## src/rtl/aes_pkg.sv

```systemverilog
// Shared AES types: cipher operation encoding and key-schedule controller states.
package aes_pkg;

    typedef enum logic [1:0] {
        CIPH_ENC = 2'b01,
        CIPH_DEC = 2'b10
    } ciph_op_e;

    typedef enum logic [2:0] {
        KSC_IDLE,
        KSC_CLEAR,
        KSC_RUN,
        KSC_DONE,
        KSC_WIPE
    } ksc_state_e;

    localparam int AES128_NUM_ROUNDS = 10;

endpackage

```

## src/rtl/aes_key_sched_ctrl_if.sv

```systemverilog
// Request/acknowledge link between the key-schedule sequencer (master)
// and the key-expansion stage (slave).
interface aes_key_sched_ctrl_if #(
    parameter int RoundW = 4
);
    logic              kx_clear_o;
    logic              kx_en_o;
    logic [1:0]        kx_op_o;
    logic [RoundW-1:0] kx_round_o;
    logic [255:0]      kx_key_o;
    logic              kx_req_i;
    logic [255:0]      kx_key_i;
    logic              kx_ack_o;

    modport master (
        output kx_clear_o, kx_en_o, kx_op_o, kx_round_o, kx_key_o, kx_ack_o,
        input  kx_req_i, kx_key_i
    );

    modport slave (
        input  kx_clear_o, kx_en_o, kx_op_o, kx_round_o, kx_key_o, kx_ack_o,
        output kx_req_i, kx_key_i
    );
endinterface

```

## src/rtl/aes_rkey_table.sv

```systemverilog
// Round-key register file with one write port and a registered, range/valid-checked read port.
// AES_KSC_ZEROIZE_EN adds a sequential wipe counter zeroing one entry per cycle.
module aes_rkey_table
    import aes_pkg::*;
#(
    parameter int NumRounds = AES128_NUM_ROUNDS,
    parameter int KeyW      = 128,
    parameter int RoundW    = 4
) (
    input  logic              clk_i,
    input  logic              rst_ni,
    input  logic              we_i,
    input  logic [RoundW-1:0] waddr_i,
    input  logic [KeyW-1:0]   wdata_i,
`ifdef AES_KSC_ZEROIZE_EN
    input  logic              wipe_en_i,
    output logic              wipe_last_o,
`endif
    input  logic [RoundW-1:0] rd_idx_i,
    input  logic              tbl_valid_i,
    output logic [KeyW-1:0]   rd_data_o,
    output logic              rd_err_o
);
    localparam int Depth = NumRounds + 1;
    localparam logic [RoundW-1:0] LastIdx = RoundW'(NumRounds);

    logic [KeyW-1:0] mem_q [Depth];
    logic [KeyW-1:0] mem_d [Depth];
    logic [KeyW-1:0] rd_data_q, rd_data_d;
    logic            rd_err_q, rd_err_d;

`ifdef AES_KSC_ZEROIZE_EN
    logic [RoundW-1:0] wipe_cnt_q, wipe_cnt_d;
    assign wipe_last_o = (wipe_cnt_q == LastIdx);
`endif

    always_comb begin
        mem_d = mem_q;
        if (we_i && (waddr_i <= LastIdx)) begin
            mem_d[waddr_i] = wdata_i;
        end
`ifdef AES_KSC_ZEROIZE_EN
        // Counter parks at 0 outside a wipe so every wipe covers the full table.
        wipe_cnt_d = '0;
        if (wipe_en_i) begin
            mem_d[wipe_cnt_q] = '0;
            wipe_cnt_d = (wipe_cnt_q == LastIdx) ? '0 : wipe_cnt_q + RoundW'(1);
        end
`endif
    end

    always_comb begin
        rd_err_d  = (rd_idx_i > LastIdx) || !tbl_valid_i;
        rd_data_d = rd_err_d ? '0 : mem_q[rd_idx_i];
    end

    always_ff @(posedge clk_i or negedge rst_ni) begin
        if (!rst_ni) begin
            for (int i = 0; i < Depth; i++) mem_q[i] <= '0;
            rd_data_q <= '0;
            rd_err_q  <= 1'b0;
`ifdef AES_KSC_ZEROIZE_EN
            wipe_cnt_q <= '0;
`endif
        end else begin
            mem_q     <= mem_d;
            rd_data_q <= rd_data_d;
            rd_err_q  <= rd_err_d;
`ifdef AES_KSC_ZEROIZE_EN
            wipe_cnt_q <= wipe_cnt_d;
`endif
        end
    end

    assign rd_data_o = rd_data_q;
    assign rd_err_o  = rd_err_q;
endmodule

```

## src/rtl/aes_key_sched_ctrl.sv

```systemverilog
// Key-schedule sequencer: steps the expansion stage through all rounds and stores the round keys.
// AES_KSC_ZEROIZE_EN adds a WIPE state that zeroes the table on every abort and start.
//
// state     | meaning
// IDLE      | waiting for start; table readable when tbl_valid_o
// CLEAR     | one-cycle clear pulse, seed expansion stage with cipher key
// RUN       | request rounds 0..NumRounds, capture each key on kx_req_i
// DONE      | one-cycle done pulse, mark table valid
// WIPE      | zero table one entry per cycle (zeroize build only)
module aes_key_sched_ctrl
    import aes_pkg::*;
#(
    parameter int NumRounds = AES128_NUM_ROUNDS,
    parameter int KeyW      = 128,
    parameter int RoundW    = 4
) (
    input  logic                        clk_i,
    input  logic                        rst_ni,
    input  logic                        start_i,
    input  logic                        abort_i,
    input  ciph_op_e                    op_i,
    input  logic [KeyW-1:0]             key_i,
    output logic                        busy_o,
    output logic                        done_o,
    output logic                        tbl_valid_o,
    aes_key_sched_ctrl_if.master        kx,
    input  logic [RoundW-1:0]           rd_idx_i,
    output logic [KeyW-1:0]             rd_data_o,
    output logic                        rd_err_o
);
    localparam logic [RoundW-1:0] LastIdx = RoundW'(NumRounds);

    ksc_state_e        state_q, state_d;
    logic [RoundW-1:0] round_q, round_d;
    logic [KeyW-1:0]   key_q, key_d;
    logic [1:0]        op_q, op_d;
    logic [255:0]      kx_key_q, kx_key_d;
    logic              tbl_valid_q, tbl_valid_d;
    logic              tbl_we;
    logic [RoundW-1:0] tbl_waddr;

`ifdef AES_KSC_ZEROIZE_EN
    logic wipe_to_clear_q, wipe_to_clear_d;
    logic wipe_en, wipe_last;
`endif

    // Decrypt schedules land reversed so the consumer always starts at index 0.
    assign tbl_waddr = (op_q == CIPH_DEC) ? (LastIdx - round_q) : round_q;

    always_comb begin
        state_d       = state_q;
        round_d       = round_q;
        key_d         = key_q;
        op_d          = op_q;
        kx_key_d      = kx_key_q;
        tbl_valid_d   = tbl_valid_q;
        done_o        = 1'b0;
        kx.kx_clear_o = 1'b0;
        kx.kx_en_o    = 1'b0;
        kx.kx_ack_o   = 1'b0;
        tbl_we        = 1'b0;
`ifdef AES_KSC_ZEROIZE_EN
        wipe_to_clear_d = wipe_to_clear_q;
        wipe_en         = 1'b0;
`endif
        case (state_q)
            KSC_IDLE: begin
                if (start_i) begin
                    key_d       = key_i;
                    op_d        = op_i;
                    tbl_valid_d = 1'b0;
`ifdef AES_KSC_ZEROIZE_EN
                    state_d         = KSC_WIPE;
                    wipe_to_clear_d = 1'b1;
`else
                    state_d = KSC_CLEAR;
`endif
                end
            end
            KSC_CLEAR: begin
                kx.kx_clear_o = 1'b1;
                round_d       = '0;
                kx_key_d      = 256'(key_q);
                state_d       = KSC_RUN;
            end
            KSC_RUN: begin
                kx.kx_en_o  = 1'b1;
                kx.kx_ack_o = kx.kx_req_i;
                if (kx.kx_req_i) begin
                    tbl_we   = 1'b1;
                    kx_key_d = kx.kx_key_i;
                    if (round_q == LastIdx) state_d = KSC_DONE;
                    else                    round_d = round_q + RoundW'(1);
                end
            end
            KSC_DONE: begin
                done_o      = 1'b1;
                tbl_valid_d = 1'b1;
                state_d     = KSC_IDLE;
            end
`ifdef AES_KSC_ZEROIZE_EN
            KSC_WIPE: begin
                wipe_en = 1'b1;
                if (wipe_last) state_d = wipe_to_clear_q ? KSC_CLEAR : KSC_IDLE;
            end
`endif
            default: state_d = KSC_IDLE;
        endcase

        if (abort_i) begin
            round_d       = round_q;
            key_d         = key_q;
            op_d          = op_q;
            kx_key_d      = kx_key_q;
            tbl_valid_d   = 1'b0;
            done_o        = 1'b0;
            kx.kx_clear_o = 1'b1;
            kx.kx_en_o    = 1'b0;
            kx.kx_ack_o   = 1'b0;
            tbl_we        = 1'b0;
`ifdef AES_KSC_ZEROIZE_EN
            state_d         = KSC_WIPE;
            wipe_to_clear_d = 1'b0;
`else
            state_d = KSC_IDLE;
`endif
        end
    end

    always_ff @(posedge clk_i or negedge rst_ni) begin
        if (!rst_ni) begin
            state_q     <= KSC_IDLE;
            round_q     <= '0;
            key_q       <= '0;
            op_q        <= '0;
            kx_key_q    <= '0;
            tbl_valid_q <= 1'b0;
`ifdef AES_KSC_ZEROIZE_EN
            wipe_to_clear_q <= 1'b0;
`endif
        end else begin
            state_q     <= state_d;
            round_q     <= round_d;
            key_q       <= key_d;
            op_q        <= op_d;
            kx_key_q    <= kx_key_d;
            tbl_valid_q <= tbl_valid_d;
`ifdef AES_KSC_ZEROIZE_EN
            wipe_to_clear_q <= wipe_to_clear_d;
`endif
        end
    end

    assign busy_o        = (state_q != KSC_IDLE);
    assign tbl_valid_o   = tbl_valid_q;
    assign kx.kx_op_o    = op_q;
    assign kx.kx_round_o = round_q;
    assign kx.kx_key_o   = kx_key_q;

    aes_rkey_table #(
        .NumRounds (NumRounds),
        .KeyW      (KeyW),
        .RoundW    (RoundW)
    ) u_table (
        .clk_i       (clk_i),
        .rst_ni      (rst_ni),
        .we_i        (tbl_we),
        .waddr_i     (tbl_waddr),
        .wdata_i     (kx.kx_key_i[KeyW-1:0]),
`ifdef AES_KSC_ZEROIZE_EN
        .wipe_en_i   (wipe_en),
        .wipe_last_o (wipe_last),
`endif
        .rd_idx_i    (rd_idx_i),
        .tbl_valid_i (tbl_valid_q),
        .rd_data_o   (rd_data_o),
        .rd_err_o    (rd_err_o)
    );
endmodule

```

## src/flat_wrapper.sv

```systemverilog
// flat-port wrapper written by rule: the top's interface ports become plain ports
module aes_key_sched_ctrl_flat import aes_pkg::*;
#(
    parameter int NumRounds = AES128_NUM_ROUNDS,
    parameter int KeyW      = 128,
    parameter int RoundW    = 4
)
  (clk_i, rst_ni, start_i, abort_i, op_i, key_i, busy_o, done_o, tbl_valid_o, rd_idx_i, rd_data_o, rd_err_o, kx_kx_clear_o, kx_kx_en_o, kx_kx_op_o, kx_kx_round_o, kx_kx_key_o, kx_kx_ack_o, kx_kx_req_i, kx_kx_key_i);
  aes_key_sched_ctrl_if #(.RoundW(RoundW)) kx_i ();
  input  logic clk_i;
  input  logic rst_ni;
  input  logic start_i;
  input  logic abort_i;
  input  ciph_op_e op_i;
  input  logic [KeyW-1:0] key_i;
  output logic busy_o;
  output logic done_o;
  output logic tbl_valid_o;
  input  logic [RoundW-1:0] rd_idx_i;
  output logic [KeyW-1:0] rd_data_o;
  output logic rd_err_o;
  output wire logic [$bits(kx_i.kx_clear_o)-1:0] kx_kx_clear_o;
  output wire logic [$bits(kx_i.kx_en_o)-1:0] kx_kx_en_o;
  output wire logic [$bits(kx_i.kx_op_o)-1:0] kx_kx_op_o;
  output wire logic [$bits(kx_i.kx_round_o)-1:0] kx_kx_round_o;
  output wire logic [$bits(kx_i.kx_key_o)-1:0] kx_kx_key_o;
  output wire logic [$bits(kx_i.kx_ack_o)-1:0] kx_kx_ack_o;
  input wire logic [$bits(kx_i.kx_req_i)-1:0] kx_kx_req_i;
  input wire logic [$bits(kx_i.kx_key_i)-1:0] kx_kx_key_i;
  assign kx_kx_clear_o = kx_i.kx_clear_o;
  assign kx_kx_en_o = kx_i.kx_en_o;
  assign kx_kx_op_o = kx_i.kx_op_o;
  assign kx_kx_round_o = kx_i.kx_round_o;
  assign kx_kx_key_o = kx_i.kx_key_o;
  assign kx_kx_ack_o = kx_i.kx_ack_o;
  assign kx_i.kx_req_i = kx_kx_req_i;
  assign kx_i.kx_key_i = kx_kx_key_i;
  aes_key_sched_ctrl #(.NumRounds(NumRounds), .KeyW(KeyW), .RoundW(RoundW)) u_core (.clk_i(clk_i), .rst_ni(rst_ni), .start_i(start_i), .abort_i(abort_i), .op_i(op_i), .key_i(key_i), .busy_o(busy_o), .done_o(done_o), .tbl_valid_o(tbl_valid_o), .kx(kx_i), .rd_idx_i(rd_idx_i), .rd_data_o(rd_data_o), .rd_err_o(rd_err_o));
endmodule
```

## config.mk

```make
export PLATFORM = sky130hd
export DESIGN_NAME = aes_key_sched_ctrl_flat
export DESIGN_NICKNAME = d
export VERILOG_FILES = /design/src/rtl/aes_pkg.sv /design/src/rtl/aes_key_sched_ctrl_if.sv /design/src/rtl/aes_rkey_table.sv /design/src/rtl/aes_key_sched_ctrl.sv /design/src/flat_wrapper.sv
export SDC_FILE = /design/constraint.sdc
export NUM_CORES = 2
export LEC_CHECK = 0
export ABC_CLOCK_PERIOD_IN_PS = 2900
export CAP_MARGIN = 30
export CORE_MARGIN = 2
export CORE_UTILIZATION = 58
export CTS_CLUSTER_DIAMETER = 40
export CTS_CLUSTER_SIZE = 10
export DETAILED_ROUTE_END_ITERATION = 16
export GPL_TIMING_DRIVEN = 0
export PLACE_DENSITY = 0.92
export SLEW_MARGIN = 5
export SYNTH_ARGS = -nofsm -noshare
export SYNTH_HDL_FRONTEND = slang
export SYNTH_HIERARCHICAL = 1
export SYNTH_SLANG_ARGS = --single-unit
export TNS_END_PERCENT = 5
```

## constraint.sdc

```tcl
create_clock -name clk_i -period 2.9 [get_ports clk_i]
set_input_delay 0.435 -clock clk_i [delete_from_list [all_inputs] [get_ports clk_i]]
set_output_delay 0.435 -clock clk_i [all_outputs]
set_load 0.02 [all_outputs]
```

== Word level (Yosys, flattened, before mapping) ==
Cells that the tools add are included.
Operators by class
  order comparisons: 5
  equal/unequal tests: 10
  bitwise logic cells: 3
  reductions and logical operators: 13
  $add $sub $neg: 2
  multiplexer cells: 32
Operators by type and width (count)
  $bwmux W1408: 1
  $bmux W128 S4: 1
  $demux W128 S4: 1
  $mux W128: 4
  $pmux W256 S2: 1
  $mux W256: 1
  $mux W1: 13
  $mux W3: 4
  $mux W4: 3
  $ge A5 B5 Y1 const B: 2
  $not A4 Y5: 2
  $pmux W3 S3: 1
  $reduce_and A3 Y1: 3
  $pmux W4 S2: 1
  $eq A3 B2 Y1 const B: 2
  $ne A3 B3 Y1 const B: 2
  $reduce_bool A3 Y1: 2
  $lt A5 B1 Y1 const B: 1
  $add A4 B1 Y4 const B: 1
  $eq A4 B4 Y1 const B: 1
  $gt A4 B4 Y1 const B: 1
  $le A4 B4 Y1 const B: 1
  $ne A2 B2 Y1 const B: 2
  $reduce_and A4 Y1: 1
  other kinds (12): 13
Storage, ports and cells
  word-level logic and storage cells: 84
  input port bits: 395
  bits in registers: 1931
  output and inout port bits: 397

== Longest topological paths before layout ==
  word-level depth: 8
  gate-level depth with buffers: 9
  gate-level depth less buffers: 7

== By module ==
Netlist, hierarchy kept.
Modules (own cells, without submodules)
  aes_rkey_table: area an instance 67268.3 µm², sequential area each 38461.9 µm², instances 1, cells an instance 4175
  aes_key_sched_ctrl: area an instance 16590.9 µm², sequential area each 9834.4 µm², instances 1, cells an instance 1479

== Worst setup path before layout ==
OpenSTA, ideal clock, no wires.
  path type: flip-flop to flip-flop
  start: reg u_core.state_q[0]
  end: reg u_core/u_table/mem_q[1003] (netlist name)
  slack: 0.033 ns
  path buffers: 2
  arrival time: 2.742 ns
  setup time: 0.125 ns
  period minus slack after synthesis: 2.867 ns
  stages on the path, launching flop included: 10
  cell sequence: dfrtp_1 -> inv_1 -> ha_1 -> nor2b_1 -> and2_1 -> nor3b_2 -> and3_1 -> buf_2 -> buf_4 -> mux2_2
On the way
  cells in the longest elaborated chain, start to end: 4
RTL lines
  start: declaration: RTL line aes_key_sched_ctrl.sv:33  | ksc_state_e state_q, state_d;
  start signal: assignment: RTL line aes_key_sched_ctrl.sv:142  | state_q <= state_d;
  $eq A3 B2 Y1: RTL line aes_key_sched_ctrl.sv:66  | case (state_q)
  $mux W1: RTL line aes_key_sched_ctrl.sv:66
  $mux W1: RTL line aes_key_sched_ctrl.sv:110  | if (abort_i) begin
  $logic_and A1 B1 Y1: RTL line aes_rkey_table.sv:39  | if (we_i && (waddr_i <= LastIdx)) begin
  end signal: assignment: RTL line aes_rkey_table.sv:66  | mem_q <= mem_d;
  end: declaration: RTL line aes_rkey_table.sv:27  | logic [KeyW-1:0] mem_q [Depth];
Every way passes these cells.
A chain may end at the register's enable or synchronous reset.

== Worst setup path after layout ==
  start: reg u_core.op_q[0] (netlist: u_core/kx.kx_op_o[0])
  end: reg u_core/u_table/mem_q[1330] (netlist name)
On the way
  cells in the longest elaborated chain, start to end: 8
  elaborated cells between the ends (all ways): 11
  those cells by class: order compare: 3; eq/ne: 1; mux: 4; bitwise: 1; reduce/logical: 2
RTL lines
  start: declaration: RTL line aes_key_sched_ctrl.sv:36  | logic [1:0] op_q, op_d;
  start signal: assignment: RTL line aes_key_sched_ctrl.sv:145  | op_q <= op_d;
  $eq A2 B2 Y1 (*): RTL line aes_key_sched_ctrl.sv:48  | assign tbl_waddr = (op_q == CIPH_DEC) ? (LastIdx - round_q) : round_q;
  $mux W4 (*): RTL line aes_key_sched_ctrl.sv:48
  named net u_core.tbl_waddr[3]: RTL line aes_key_sched_ctrl.sv:40  | logic [RoundW-1:0] tbl_waddr;
  $not A4 Y5 (not written as such): RTL line aes_rkey_table.sv:40  | mem_d[waddr_i] = wdata_i;
  $ge A5 B5 Y1 (not written as such) or $lt A5 B1 Y1 (tied branches): RTL line aes_rkey_table.sv:40
  $logic_and A1 B1 Y1 (not written as such): RTL line aes_rkey_table.sv:40
  $mux W128 (not written as such): RTL line aes_rkey_table.sv:40
  $demux W128 S4: RTL line aes_rkey_table.sv:40
  $bwmux W1408: RTL line aes_rkey_table.sv:40
The timed path passes the listed nets; every way through them passes the cells marked *.

==> flow_summary.toml <==
[drt]
drtIter0Drc = 6099
remaining_drc_errors = 0
avgRoutedWirePerCell_um = 33.8
firstDrtPassIters = 6
wl_um = 298000
vias = 58700
ant_nets = 0
routed_via_density = 6.66

[yosys]
synth_cells = 5654
synthesis.area_mm2 = 0.0839
yosys_warnings = 6
ys_ff_latch = 1930
synth_edf_count = 0
avgSynthCellArea_um2 = 14.8
yosysTopAreaCellShare_pct = 57.6
ys.flop_type = "dfrtp_1"
yosys.cell_types.count = 45
synth_area_leaders = "dfrtp_1, mux2_2, mux4_2, mux2i_1, o21ai_0"
synthArstFlopShare_pct = 100
yosys.area.top_type = "dfrtp_1"
synth.net_count = 6056
synth_seq_area_share_pct = 57.6

[pwr]
cellLeakagePower_nw = 48.2
power_density_mw_per_mm2 = 854
vdd.ir_drop.worst_uv = 736
p_comb_share_pct = 24.4
clock_power_share_pct = 35.0
internal_power_mw = 61.0
switchingPower_mw = 27.5
power_frac_seq_pct = 40.6
p_sw_share_pct = 31.1

[clocking]
clkTransAtPathRegs_ns = 0.05
clock_latency_ns = 0.92
clock-sinks = 1930
cts_made_buffers = 280
clockBufferDepth = 4
htreeDepth = 5
cts_tree = "built"
cts-hold-fix-buffers = 4
cts_root_buf = "clkbuf_16"

[die]
die-area_mm2 = 0.148
initial_core_util_pct = 58.4
row_count = 139
core_mm2 = 0.143
die_y_um = 384
boundaryPins = 792
dieWidth_um = 384

[grt]
antenna_found_initial = 37
groute.usage.overall_pct = 40.1
grt-ovfl-total = 0
grt_pass1_vias = 62800
grt_pass1_wl_um = 426000
grt_max_degree = 184

[timing]
timing.final.crit_share_pct = 106
finalHoldViolCount = 471
rsz0062_at_grt = "yes"
slew_headroom_pct = 22.6
finClkSkew_ns = 0.0624
setup_viol = 776
fin_ws_ns = -0.184
clock.fmax_mhz = 324
min_period_ns = 3.08
finalMaxSlewViolations = 0
worst_hold_slack_ns = -0.417
tightestPinTransition_ns = 1.16

[flow_run]
max_cap_viol_count = 0

[placement]
dpl_worst_slack_ns = -1.01
globalplace.congestion = 0.984
place_area_mm2 = 0.0947
dp_hpwl_um = 195000
io_buffers = 787

[cells_and_area]
final_cell_area_mm2 = 0.104
areaGrowthSynthToFinish_pct = 23.5
fill_cells = 8324
fin_nets = 7161
layout-drive-gt1-share_pct = 37.3

[setup_path]
regToRegStartpoint = "u_core/kx.kx_op_o[0]"
crit_arrival_ns = 3.86
r2r_cells = 9
path_max_fanout = 10
r2r_slack_ns = -0.18
crit_end = "u_core/u_table/mem_q[1330]"
critPathLaunchType = "register"
crit_start = "u_core/kx.kx_op_o[0]"
crit_type = "register to register"
end_kind = "register"
r2r_end = "u_core/u_table/mem_q[1330]"
crit_required_ns = 3.68

[worst_hold_path]
hp-class = "primary input to asynchronous set/reset pin"

[status]
violations = "hold timing, setup timing"
status = "finished, violations left"
## metal layers
layer	vias to the layer above	wire length [um]	GRT usage, %	part of all wire [%]
met5	-	188	0	0.063
met4	34	26900	31.3	9.0
met3	1245	33700	13.9	11
met2	4139	138000	61.9	46
met1	30300	99200	45.7	33
li1	23000	-	-	-
## per-stage QoR
stage,util [%],cells,hold slack [ns],total power [mW],TNS [ns]
after CTS,72.0,8779,-0.332,87.8,-1.05
after global placement,65.6,8344,0.468,55.3,-
after floorplan,-,5654,0.139,46.3,0
final,72.2,8815,-0.417,88.4,-41.25
after detailed placement,66.0,8372,0.397,56.5,-856.01
after global routing,72.2,8799,-0.313,91.1,-23.54
## cell families (layout without fill, tap and decap cells)
kind of cell,after synthesis,count (layout),synth area share [%]
muxes,2179,2179,32.3
xor gates and xnor gates,2,2,0.0209
DFF,1930,1930,57.6
and+or+nand+nor,175,175,0.933
other,0,30,0
AOI/OAI and AO/OA,782,782,5.67
adders and majority gates,7,7,0.104
buffers and inverters,579,1807,3.36
## timing repair
action,CTS,global route
endpoints found under the hold margin,187,471
pin swaps,0,0
endpoints found under the setup margin,1791,1475
gates resized for setup,112,86
gates cloned,0,0
buffers inserted,0,2
## Yosys cell counts (2+ instances only)
master / n
buf_6: 40
nand3_1: 2
nor4_1: 2
nor2b_1: 3
buf_1: 9
a221oi_1: 128
nand3b_1: 3
buf_2: 204
nor3b_2: 2
a221o_1: 2
a21oi_1: 2
a211oi_1: 130
mux4_2: 256
nand2b_1: 9
clkbuf_1: 296
mux2_2: 1556
nor2_1: 8
dfrtp_1: 1930
nand2_1: 132
inv_1: 6
nor3_1: 2
and3_1: 3
o21ai_1: 19
ha_1: 7
mux2_1: 111
buf_4: 24
o21ai_0: 494
mux2i_1: 256
or3_1: 2
## state kept, by name (all words and copies together), names as in the netlist
register,flops
u_core/u_table/mem_q,1408
u_core/kx.kx_key_o,256
u_core/key_q,128
u_core/u_table/rd_data_o,128
u_core/kx.kx_round_o,4
u_core/kx.kx_op_o,2
u_core/state_q,2
u_core/tbl_valid_o,1
u_core/u_table/rd_err_o,1
## cells in the final DEF, fill, tap and decap left out, drive strengths merged, types with 4 or more instances in the layout
cell	synthesis	layout
dfrtp	1930	1930
mux2	1667	1667
clkdlybuf4s50	0	781
clkbuf	296	637
o21ai	513	513
buf	277	305
mux4	256	256
mux2i	256	256
nand2	132	132
a211oi	130	130
a221oi	128	128
clkinv	0	33
diode	0	30
inv	6	23
clkinvlp	0	13
nand2b	10	10
bufinv	0	9
nor2	8	8
ha	7	7
dlygate4sd2	0	4
nand3b	4	4
## area by class of cell
class                   count  area (um2)  area share, %
multi-input cells        3145       32900           31.8
well taps                1903        2380           2.30
clock buffers             333        7500           7.24
inverters                   6        22.5         0.0217
diodes                     30        75.1         0.0725
plain buffers             570        3100           2.99
clock inverters            72         719          0.694
flip-flops and latches   1930       48300           46.6
repair buffers            826        8600           8.30
## critical path, stage by stage, from the launching register on
cell and delay [ns]:
dfrtp_1 0.42, nand2b_1 0.23, a211oi_2 0.33, xor2_2 0.41, nor3b_4 0.11, nand2_1 0.12
clkbuf_2 0.30, buf_8 0.23, buf_2 0.37, mux2_2 0.39
## worst min path at each step
stage | start | endpoint | slack [ns] | cells after the start
3_3_place_gp | u_core/u_table/mem_q[837] | u_core/u_table/mem_q[837] | 0.47 | 1
3_5_place_dp | rst_ni | u_core/key_q[50] | 0.40 | 1
6_report | rst_ni | u_core/key_q[64] | -0.42 | 2
5_1_grt | rst_ni | u_core/kx.kx_key_o[57] | -0.31 | 2
2_1_floorplan | rst_ni | u_core/key_q[0] | 0.14 | 0
4_1_cts | rst_ni | u_core/kx.kx_key_o[60] | -0.33 | 2
## power groups by stage
stage	combinational (mW)	sequential, mW	clock, mW
2_1_floorplan	9.76	36.5	0
5_1_grt	22.5	36.3	32.3
3_3_place_gp	19.4	35.8	0
4_1_cts	21.1	35.7	31.1
3_5_place_dp	20.6	35.9	0
6_report	21.6	35.9	31.0
(Power assumes the default switching activity.)
